[config.mk]
export PLATFORM = sky130hd
export DESIGN_NAME = ads131_frame_receiver_flat
export DESIGN_NICKNAME = d
export VERILOG_FILES = /design/src/rtl/ads131_pkg.sv /design/src/rtl/ads131_frame_receiver_if.sv /design/src/rtl/crc16_ccitt_serial.sv /design/src/rtl/ads131_frame_receiver.sv /design/src/flat_wrapper.sv
export SDC_FILE = /design/constraint.sdc
export NUM_CORES = 1
export LEC_CHECK = 0
export ABC_CLOCK_PERIOD_IN_PS = 10500
export CORE_MARGIN = 10
export CORE_UTILIZATION = 57
export CTS_CLUSTER_SIZE = 20
export DETAILED_ROUTE_END_ITERATION = 16
export GPL_TIMING_DRIVEN = 0
export PLACE_DENSITY = 0.79
export SLEW_MARGIN = 20
export SYNTH_ARGS = -nofsm -noshare
export SYNTH_HDL_FRONTEND = slang
export SYNTH_SLANG_ARGS = --single-unit
[constraint.sdc]
create_clock -name system_clock -period 10.5 [get_ports system_clock]
set_input_delay 1.05 -clock system_clock [delete_from_list [all_inputs] [get_ports system_clock]]
set_output_delay 1.05 -clock system_clock [all_outputs]
set_load 0.02 [all_outputs]
[src/rtl/ads131_pkg.sv]
// rtl/ads131_pkg.sv - shared constants, FSM state type and helpers for the ADS131A0x receive path
package ads131_pkg;

  localparam logic [15:0] ADS131_READY  = 16'hFF04;
  localparam logic [15:0] ADS131_ACK    = 16'h0655;
  localparam logic [15:0] ADS131_UNLOCK = 16'h0655;
  localparam logic [15:0] ADS131_LOCK   = 16'h0555;

  localparam logic [15:0] CRC_POLY = 16'h1021;
  localparam logic [15:0] CRC_INIT = 16'hFFFF;

  typedef enum logic [1:0] {
    ST_IDLE,
    ST_SHIFT,
    ST_CLOSE
  } rx_state_e;

  function automatic logic [7:0] sat_inc8(input logic [7:0] v);
    return (v == 8'hFF) ? v : v + 8'd1;
  endfunction

endpackage

[src/rtl/ads131_frame_receiver_if.sv]
// rtl/ads131_frame_receiver_if.sv - SPI pins plus decoded status/sample outputs of the frame receiver
interface ads131_frame_receiver_if #(
  parameter int WORD_BITS = 24,
  parameter int NUM_CH    = 4
);
  logic                        spi_sclk;
  logic                        spi_cs;
  logic                        spi_miso;
  logic [15:0]                 status_word;
  logic                        status_valid;
  logic [NUM_CH*WORD_BITS-1:0] ch_data;
  logic                        data_valid;
  logic                        frame_err;
  logic                        crc_err;
  logic [7:0]                  bit_count;

  modport master (
    output spi_sclk, spi_cs, spi_miso,
    input  status_word, status_valid, ch_data, data_valid, frame_err, crc_err, bit_count
  );

  modport slave (
    input  spi_sclk, spi_cs, spi_miso,
    output status_word, status_valid, ch_data, data_valid, frame_err, crc_err, bit_count
  );
endinterface

[src/rtl/crc16_ccitt_serial.sv]
// rtl/crc16_ccitt_serial.sv - bit-serial CRC-16-CCITT, built only when ADS131_CRC_EN is defined
`ifdef ADS131_CRC_EN
module crc16_ccitt_serial
  import ads131_pkg::*;
(
  input  logic        clk,
  input  logic        rst,
  input  logic        clear,
  input  logic        bit_en,
  input  logic        data_bit,
  output logic [15:0] crc
);
  logic feedback;

  assign feedback = crc[15] ^ data_bit;

  always_ff @(posedge clk or posedge rst) begin
    if (rst) begin
      crc <= CRC_INIT;
    end else if (clear) begin
      crc <= CRC_INIT;
    end else if (bit_en) begin
      crc <= {crc[14:0], 1'b0} ^ (feedback ? CRC_POLY : 16'h0000);
    end
  end
endmodule
`else
`endif

[src/rtl/ads131_frame_receiver.sv]
// rtl/ads131_frame_receiver.sv - oversampling SPI deserialiser for ADS131A0x frames
// Optional CRC word check is compiled in with ADS131_CRC_EN.
module ads131_frame_receiver
  import ads131_pkg::*;
#(
  parameter int WORD_BITS = 24,
  parameter int NUM_CH    = 4
) (
  input  logic                   system_clock,
  input  logic                   reset,
  ads131_frame_receiver_if.slave bus
);
`ifdef ADS131_CRC_EN
  localparam int CRC_WORDS = 1;
`else
  localparam int CRC_WORDS = 0;
`endif
  localparam int FRAME_WORDS = 1 + NUM_CH + CRC_WORDS;
  localparam int WB_W        = $clog2(WORD_BITS);
  localparam int CH_W        = NUM_CH * WORD_BITS;

  logic [2:0]           sclk_q, cs_q;
  logic [1:0]           miso_q;
  logic                 sclk_fall, cs_fall, cs_rise, miso_bit;
  rx_state_e            state, state_nxt;
  logic                 start, sample, word_done, close, partial, full_frame, crc_ok;
  logic                 sv_nxt, dv_nxt, fe_nxt;
  logic [WORD_BITS-2:0] shreg;
  logic [WORD_BITS-1:0] word_full;
  logic [WB_W-1:0]      word_bit;
  logic [7:0]           word_idx, bit_cnt;
  logic [15:0]          status_hold, status_word_q;
  logic [CH_W-1:0]      ch_stage, ch_data_q;
  logic                 sv_q, dv_q, fe_q;

  // Sync flops reset low so a CS already low at reset release never looks like a falling edge.
  always_ff @(posedge system_clock or posedge reset) begin
    if (reset) begin
      sclk_q <= '0;
      cs_q   <= '0;
      miso_q <= '0;
    end else begin
      sclk_q <= {sclk_q[1:0], bus.spi_sclk};
      cs_q   <= {cs_q[1:0], bus.spi_cs};
      miso_q <= {miso_q[0], bus.spi_miso};
    end
  end

  assign sclk_fall = sclk_q[2] & ~sclk_q[1];
  assign cs_fall   = cs_q[2] & ~cs_q[1];
  assign cs_rise   = ~cs_q[2] & cs_q[1];
  assign miso_bit  = miso_q[1];

  always_ff @(posedge system_clock or posedge reset) begin
    if (reset) state <= ST_IDLE;
    else       state <= state_nxt;
  end

  always_comb begin
    state_nxt = state;
    start     = 1'b0;
    sample    = 1'b0;
    unique case (state)
      ST_IDLE: begin
        if (cs_fall) begin
          start     = 1'b1;
          state_nxt = ST_SHIFT;
        end
      end
      ST_SHIFT: begin
        sample = sclk_fall;
        if (cs_rise) state_nxt = ST_CLOSE;
      end
      ST_CLOSE: state_nxt = ST_IDLE;
      default:  state_nxt = ST_IDLE;
    endcase
  end

  assign word_full = {shreg, miso_bit};
  assign word_done = sample && (word_bit == WB_W'(WORD_BITS - 1));

  always_ff @(posedge system_clock or posedge reset) begin
    if (reset) begin
      shreg       <= '0;
      word_bit    <= '0;
      word_idx    <= '0;
      bit_cnt     <= '0;
      status_hold <= '0;
      ch_stage    <= '0;
    end else if (start) begin
      shreg    <= '0;
      word_bit <= '0;
      word_idx <= '0;
      bit_cnt  <= '0;
    end else if (sample) begin
      shreg   <= word_full[WORD_BITS-2:0];
      bit_cnt <= sat_inc8(bit_cnt);
      if (word_done) begin
        word_bit <= '0;
        word_idx <= sat_inc8(word_idx);
        if (word_idx == 8'd0) begin
          status_hold <= word_full[WORD_BITS-1 -: 16];
        end else if (word_idx <= 8'(NUM_CH)) begin
          ch_stage[(int'(word_idx) - 1) * WORD_BITS +: WORD_BITS] <= word_full;
        end
      end else begin
        word_bit <= word_bit + 1'b1;
      end
    end
  end

  // Transfer verdict; word_idx counts completed words, word_bit any trailing partial word.
  assign close      = (state == ST_CLOSE);
  assign partial    = (word_bit != '0);
  assign full_frame = (word_idx == 8'(FRAME_WORDS)) && !partial;
  assign sv_nxt     = close && (word_idx != 8'd0);
  assign fe_nxt     = close && (partial || (word_idx > 8'(FRAME_WORDS)));
  assign dv_nxt     = close && full_frame && crc_ok;

`ifdef ADS131_CRC_EN
  logic [15:0] crc_calc, crc_hold;
  logic        crc_bit_en, ce_q;

  assign crc_bit_en = sample && (word_idx < 8'(FRAME_WORDS - 1));

  crc16_ccitt_serial u_crc (
    .clk      (system_clock),
    .rst      (reset),
    .clear    (start),
    .bit_en   (crc_bit_en),
    .data_bit (miso_bit),
    .crc      (crc_calc)
  );

  always_ff @(posedge system_clock or posedge reset) begin
    if (reset) begin
      crc_hold <= '0;
      ce_q     <= 1'b0;
    end else begin
      if (word_done && (word_idx == 8'(FRAME_WORDS - 1))) crc_hold <= word_full[WORD_BITS-1 -: 16];
      ce_q <= close && full_frame && !crc_ok;
    end
  end

  assign crc_ok      = (crc_hold == crc_calc);
  assign bus.crc_err = ce_q;
`else
  assign crc_ok      = 1'b1;
  assign bus.crc_err = 1'b0;
`endif

  always_ff @(posedge system_clock or posedge reset) begin
    if (reset) begin
      status_word_q <= '0;
      ch_data_q     <= '0;
      sv_q          <= 1'b0;
      dv_q          <= 1'b0;
      fe_q          <= 1'b0;
    end else begin
      sv_q <= sv_nxt;
      dv_q <= dv_nxt;
      fe_q <= fe_nxt;
      if (sv_nxt) status_word_q <= status_hold;
      if (dv_nxt) ch_data_q     <= ch_stage;
    end
  end

  assign bus.status_word  = status_word_q;
  assign bus.status_valid = sv_q;
  assign bus.ch_data      = ch_data_q;
  assign bus.data_valid   = dv_q;
  assign bus.frame_err    = fe_q;
  assign bus.bit_count    = bit_cnt;

endmodule

[src/flat_wrapper.sv]
// flat-port wrapper written by rule: the top's interface ports become plain ports
module ads131_frame_receiver_flat import ads131_pkg::*;
#(
  parameter int WORD_BITS = 24,
  parameter int NUM_CH    = 4
)
  (system_clock, reset, bus_spi_sclk, bus_spi_cs, bus_spi_miso, bus_status_word, bus_status_valid, bus_ch_data, bus_data_valid, bus_frame_err, bus_crc_err, bus_bit_count);
  ads131_frame_receiver_if #(.WORD_BITS(WORD_BITS), .NUM_CH(NUM_CH)) bus_i ();
  input  logic system_clock;
  input  logic reset;
  input wire logic [$bits(bus_i.spi_sclk)-1:0] bus_spi_sclk;
  input wire logic [$bits(bus_i.spi_cs)-1:0] bus_spi_cs;
  input wire logic [$bits(bus_i.spi_miso)-1:0] bus_spi_miso;
  output wire logic [$bits(bus_i.status_word)-1:0] bus_status_word;
  output wire logic [$bits(bus_i.status_valid)-1:0] bus_status_valid;
  output wire logic [$bits(bus_i.ch_data)-1:0] bus_ch_data;
  output wire logic [$bits(bus_i.data_valid)-1:0] bus_data_valid;
  output wire logic [$bits(bus_i.frame_err)-1:0] bus_frame_err;
  output wire logic [$bits(bus_i.crc_err)-1:0] bus_crc_err;
  output wire logic [$bits(bus_i.bit_count)-1:0] bus_bit_count;
  assign bus_i.spi_sclk = bus_spi_sclk;
  assign bus_i.spi_cs = bus_spi_cs;
  assign bus_i.spi_miso = bus_spi_miso;
  assign bus_status_word = bus_i.status_word;
  assign bus_status_valid = bus_i.status_valid;
  assign bus_ch_data = bus_i.ch_data;
  assign bus_data_valid = bus_i.data_valid;
  assign bus_frame_err = bus_i.frame_err;
  assign bus_crc_err = bus_i.crc_err;
  assign bus_bit_count = bus_i.bit_count;
  ads131_frame_receiver #(.WORD_BITS(WORD_BITS), .NUM_CH(NUM_CH)) u_core (.system_clock(system_clock), .reset(reset), .bus(bus_i));
endmodule
Yosys cells after proc, flatten, opt, wreduce, memory -nomap -nowiden. Index checks and enable logic that the tools add are counted. W data, S select, Z words.

Add/sub/neg operators: 5. $mul: 1. Div/mod/pow operators: 0. $lt $le $gt $ge: 2. Eq/ne operators: 10. Shifts and indexed selects: 2. Mux-type cells: 19. Bitwise gates (word level): 8. Reduce and logical (&&, ||, !) cells: 18.

Operators by type and width (count): $bwmux W96 (1); $shift A24 B33 Y96 const A (1); $shiftx A24 B33 Y96 (1); $mux W8 (7); $mux W23 (2); $neg A32 Y33 (1); $mul A32 B3 Y29 const B (1); $add A8 B1 Y8 const B (2); $eq A8 B8 Y1 const B (2); $mux W5 (3); $sub A8 B1 Y9 const B (1); $eq A8 B3 Y1 const B (1); $gt A8 B3 Y1 const B (1); $le A8 B3 Y1 const B (1); $logic_not A8 Y1 (1); $ne A2 B1 Y1 const B (4); $reduce_bool A8 Y1 (1); $add A5 B1 Y5 const B (1); $eq A5 B5 Y1 const B (1); $logic_and A1 B1 Y1 (5); $not A1 Y1 (5); $reduce_and A5 Y1 (1); $reduce_bool A5 Y1 (1); $mux W2 (2); 12 further kinds (18).

Register bits after elaboration: 281. Latch bits: 0. RAM bits: 0. Bits in read-only memories: 0. Input port bits: 5. Word-level logic and storage cells: 80. Memories: 0.

Longest topological paths before layout.
Depth after elaboration: 7. Mapped depth: 25. Mapped depth without buffers: 22.

Least setup slack after synthesis. Ideal clock, no wire load.

Path type: register -> register. Start point: register u_core.word_idx[0]. End point: register u_core.ch_stage[32]. Arrival time: 6414 ps. Required time: 10375 ps. Path slack: 3961 ps. Cell stages (with the launch flop): 25. Buffers on the path: 2. Period minus slack after synthesis: 6539 ps. Cell sequence: dfrtp_1 > inv_1 > clkbuf_1 > ha_1 > xnor2_1 > clkinv_1 > ha_1 > ha_1 > inv_1 > fa_1 > nand2b_1 > a211oi_2 > o21a_1 > o21a_1 > inv_1 > ha_1 > nand3_1 > or4b_4 > nor4_4 > a211oi_1 > a211oi_1 > o21ai_2 > nor4_4 > buf_6 > mux2_4.

Word-level cells in the longest chain between the ends: 5.

Ends and longest elaborated chain: start: declaration (line ads131_frame_receiver.sv:31) `logic [7:0] word_idx, bit_cnt;`; start signal: assignment (line ads131_frame_receiver.sv:100) `word_idx <= sat_inc8(word_idx);`; $sub A8 B1 Y9 (line ads131_frame_receiver.sv:104) `ch_stage[(int'(word_idx) - 1) * WORD_BITS +: WORD_BITS] <= word_full;`; $mul A32 B3 Y29 (line ads131_frame_receiver.sv:104); $neg A32 Y33 (line ads131_frame_receiver.sv:104); $shiftx A24 B33 Y96 / $shift A24 B33 Y96 (equally long branches) (line ads131_frame_receiver.sv:104); $bwmux W96 (line ads131_frame_receiver.sv:104); end signal: indexed assignment (line ads131_frame_receiver.sv:104); end: declaration (line ads131_frame_receiver.sv:33) `logic [CH_W-1:0] ch_stage, ch_data_q;`.

Several ways; a longest one is shown, not always the timed one. A chain may end at the register's enable or synchronous reset.

Worst setup path after layout.
Start point: register u_core.word_idx[0]. End point: register u_core.ch_stage[49].

The elaborated chain is that of the path after synthesis.

==> flow_metrics.env <==
export IMPL_fin_nets=1298
export IMPL_area_delta_synth_final_pct=20.0
export IMPL_ir_worst_vdd_v=0.000116
export IMPL_port_buffers=127
export IMPL_drt_pass1_iterations=5
export IMPL_post_cts_resized_instances=0
export IMPL_timing_hold_worst_class="reg -> reg"
export IMPL_yosysTopAreaCellShare_pct=51.8
export IMPL_maxCapViolations=0
export IMPL_cts_hold_buffers=0
export IMPL_die_area_um2=30400
export IMPL_power_internal_uw=1730
export IMPL_synthTopCellsByArea="sky130_fd_sc_hd__dfrtp_1 (52%), sky130_fd_sc_hd__mux2_2 (16%), sky130_fd_sc_hd__mux2_4 (3.3%)"
export IMPL_clockPowerShare_pct=46.4
export IMPL_cts_tree="built"
export IMPL_crit_path_end_kind="flip-flop"
export IMPL_final_cell_mix="sky130_fd_sc_hd__dfrtp_1 (281), sky130_fd_sc_hd__mux2_2 (196), sky130_fd_sc_hd__clkdlybuf4s50_1 (127)"
export IMPL_cts_made_buffers=28
export IMPL_finalHoldViolations=0
export IMPL_ant_nets=0
export IMPL_gpl_final_weighted_congestion=0.924
export IMPL_combinationalPowerShare_pct=3.6
export IMPL_clk_root_buffer_cell="sky130_fd_sc_hd__clkbuf_16"
export IMPL_syn_instance_count=1110
export IMPL_p_switching_uw=486
export IMPL_floorplan_row_count=56
export IMPL_fin_tns_setup_ps=0
export IMPL_switching_share_pct=21.9
export IMPL_post_route_drc_count=0
export IMPL_initial_core_util_pct=57.9
export IMPL_global_route_wire_length_before_repair_um=53900
export IMPL_synth_top_flop_cell="sky130_fd_sc_hd__dfrtp_1"
export IMPL_synthesized_nets=1139
export IMPL_fin_hold_ws_ps=351
export IMPL_postRouteWirelength_um=33100
export IMPL_diode_insertion_count_for_antenna_repair=0
export IMPL_post_synthesis_async_set_or_reset_flop_share_pct=100
export IMPL_fmax_ghz=0.126
export IMPL_detail_route_iter0_violations=809
export IMPL_critical_path_startpoint_type="flip-flop"
export IMPL_synth_cell_types=74
export IMPL_gr_util_all_layers_pct=21.5
export IMPL_tightest_slew_ps=978
export IMPL_post_synth_instance_area_um2=13600
export IMPL_design_portCount=129
export IMPL_final_setup_viol_count=0
export IMPL_cp_data_required_time_ps=10920
export IMPL_power_per_cell_area_nw_per_um2=136
export IMPL_detail_route_wl_per_cell_um=20.6
export IMPL_cell_total_after_placement=1558
export IMPL_clk_pin_slew_ps=60
export IMPL_vias_in_the_first_global_route=9787
export IMPL_status="finished, final reports clean"
export IMPL_cts_path_max_buffers=3
export IMPL_max_slew_margin_rel_pct=34.3
export IMPL_grt_antenna_before_repair=0
export IMPL_seq_area_frac_synth_pct=51.8
export IMPL_worstPathArrival_ps=8380
export IMPL_number_of_warnings_printed_during_yosys_synthesis=0
export IMPL_overall_via_count_from_detail_route=9485
export IMPL_postCtsSetupBuffers=0
export IMPL_path_max_fanout=11
export IMPL_ys_seq_elements=281
export IMPL_final_period_utilization_pct=75.8
export IMPL_clock_skew_ps=23.8
export IMPL_p_seq_share_pct=50.0
export IMPL_synth_area_per_cell_um2=12.2
export IMPL_count_of_flip_flops_with_a_built_in_enable_after_synthesis=0
export IMPL_route_detailed_vias_per_inst=5.89
export IMPL_filler_cell_count=1677
export IMPL_layoutNonFillerInstCount=1610
export IMPL_die_x_um=174
export IMPL_final_max_slew_violation_count=0
export IMPL_power_static_leakage_uw=0.00728
export IMPL_grt_overflow=0
export IMPL_synth_area_leader_cell="sky130_fd_sc_hd__dfrtp_1"
export IMPL_core_um2=23500
export IMPL_final_common_cell="sky130_fd_sc_hd__dfrtp_1"
export IMPL_layout_drive_gt1_share_pct=25.0
export IMPL_clkLatencyLatePin_ps=560
export IMPL_grt_max_degree=110
export IMPL_floorplan_die_height_um=174
export IMPL_grt_setup_unrepaired="false"
export IMPL_h_tree_depth=1
export IMPL_clock_sinks=281
export IMPL_post_route_min_period_ps=7960
export IMPL_critical_path_class="reg -> reg"
export IMPL_dp_hpwl_um=24000
routing by layer:
metal,vias to the layer above,routed length [µm],track usage [%]
met5,-,0,0
met3,44,1800,3.42
met2,285,15900,35.3
met1,4820,14900,29.3
met4,0,592,4.85
li1,4336,-,-
sequential cells by signal, indices dropped and copies added (netlist names):
| name | count |
|---|---|
| u_core.bus.status_word | 16 |
| u_core.ch_stage | 96 |
| u_core.cs_q | 3 |
| u_core.word_bit | 5 |
| u_core.shreg | 23 |
| u_core.bus.bit_count | 8 |
| u_core.sclk_q | 3 |
| u_core.word_idx | 8 |
| u_core.bus.frame_err | 1 |
| u_core.bus.data_valid | 1 |
| u_core.status_hold | 16 |
| u_core.miso_q | 2 |
| u_core.state | 2 |
| u_core.bus.status_valid | 1 |
| u_core.bus.ch_data | 96 |
critical path, stage by stage, from the launching register on:
cell                       delay (ps)
sky130_fd_sc_hd__dfrtp_1          490
sky130_fd_sc_hd__inv_1             90
sky130_fd_sc_hd__clkbuf_1         280
sky130_fd_sc_hd__ha_1             390
sky130_fd_sc_hd__xnor2_1          570
sky130_fd_sc_hd__clkinv_1         440
sky130_fd_sc_hd__ha_1             410
sky130_fd_sc_hd__ha_1             190
sky130_fd_sc_hd__inv_1             60
sky130_fd_sc_hd__fa_1             440
sky130_fd_sc_hd__nand2b_1         210
sky130_fd_sc_hd__a211oi_2         240
sky130_fd_sc_hd__o21a_1           210
sky130_fd_sc_hd__o21a_1           260
sky130_fd_sc_hd__inv_1            130
sky130_fd_sc_hd__ha_1             360
sky130_fd_sc_hd__nand3_1          170
sky130_fd_sc_hd__or4b_4           580
sky130_fd_sc_hd__nor4_4           320
sky130_fd_sc_hd__a211oi_1          80
sky130_fd_sc_hd__a211oi_1         270
sky130_fd_sc_hd__o21ai_2          290
sky130_fd_sc_hd__nor4_4           710
sky130_fd_sc_hd__buf_6            280
sky130_fd_sc_hd__mux2_4           320
cells by family after synthesis:
group	share of synthesized area, %
adders and majority gates	2.27
xor gates and xnor gates	2.52
buffers and inverters	2.43
other	0.0276
and+or+nand+nor	11.1
AOI/OAI and AO/OA	8.93
DFF	51.8
muxes	21.0
cell usage after synthesis (all sizes together) (4+ instances only):
master,n
nor4,16
and3,7
a22o,33
xor2,22
a211oi,10
o21a,4
o21ai,20
nor2,94
nand2,77
and2,4
nand3,18
mux2,226
a22oi,24
nor3,18
xnor2,17
clkbuf,41
buf,17
or3,6
ha,23
inv,14
o31ai,11
nand4,9
mux2i,19
a21o,4
a21oi,44
dfrtp,281
nand2b,6
per-stage QoR:
stage	utilization (%)	instance area (µm²)	total power (µW)	setup slack, ps
after CTS	69.4	16300	2230	2550
after global routing	69.4	16300	2290	2040
after floorplan	-	13600	1180	1700
after detailed placement	65.3	15300	1210	2580
after global placement	65.0	15200	1200	-1360
final	69.4	16300	2220	2540
cell type report:
cell class / count / area, µm² / area share (%)
Sequential cell: 281 / 7030 / 43.1
Timing Repair Buffer: 129 / 1330 / 8.14
Multi-Input combinational cell: 755 / 6230 / 38.2
Inverter: 16 / 67.6 / 0.415
Buffer: 58 / 270 / 1.66
Clock buffer: 40 / 806 / 4.94
Tap cell: 319 / 399 / 2.45
Clock inverter: 12 / 166 / 1.02
power groups by stage:
| stage | clock network (µW) | registers, µW | logic [µW] |
|---|---|---|---|
| after floorplan | 0 | 1130 | 49.2 |
| after global placement | 0 | 1130 | 76.7 |
| after detailed placement | 0 | 1130 | 81.8 |
| after CTS | 1040 | 1110 | 82.3 |
| after global routing | 1090 | 1110 | 92.0 |
| final | 1030 | 1110 | 79.9 |
path summary, 6_finish.rpt:
path                                    start                 endpoint  slack [ps]  cells past startpoint
max in group asynchronous               reset  u_core.bus.bit_count[6]        8530                      3
min in group asynchronous               reset   u_core.bus.ch_data[92]         970                      2
min                            u_core.cs_q[0]           u_core.cs_q[1]         350                      0
max reg2reg                u_core.word_idx[0]      u_core.ch_stage[49]        2540                     24
min reg2reg                    u_core.cs_q[0]           u_core.cs_q[1]         350                      0
max                        u_core.word_idx[0]      u_core.ch_stage[49]        2540                     24
(Power assumes the default switching activity.)
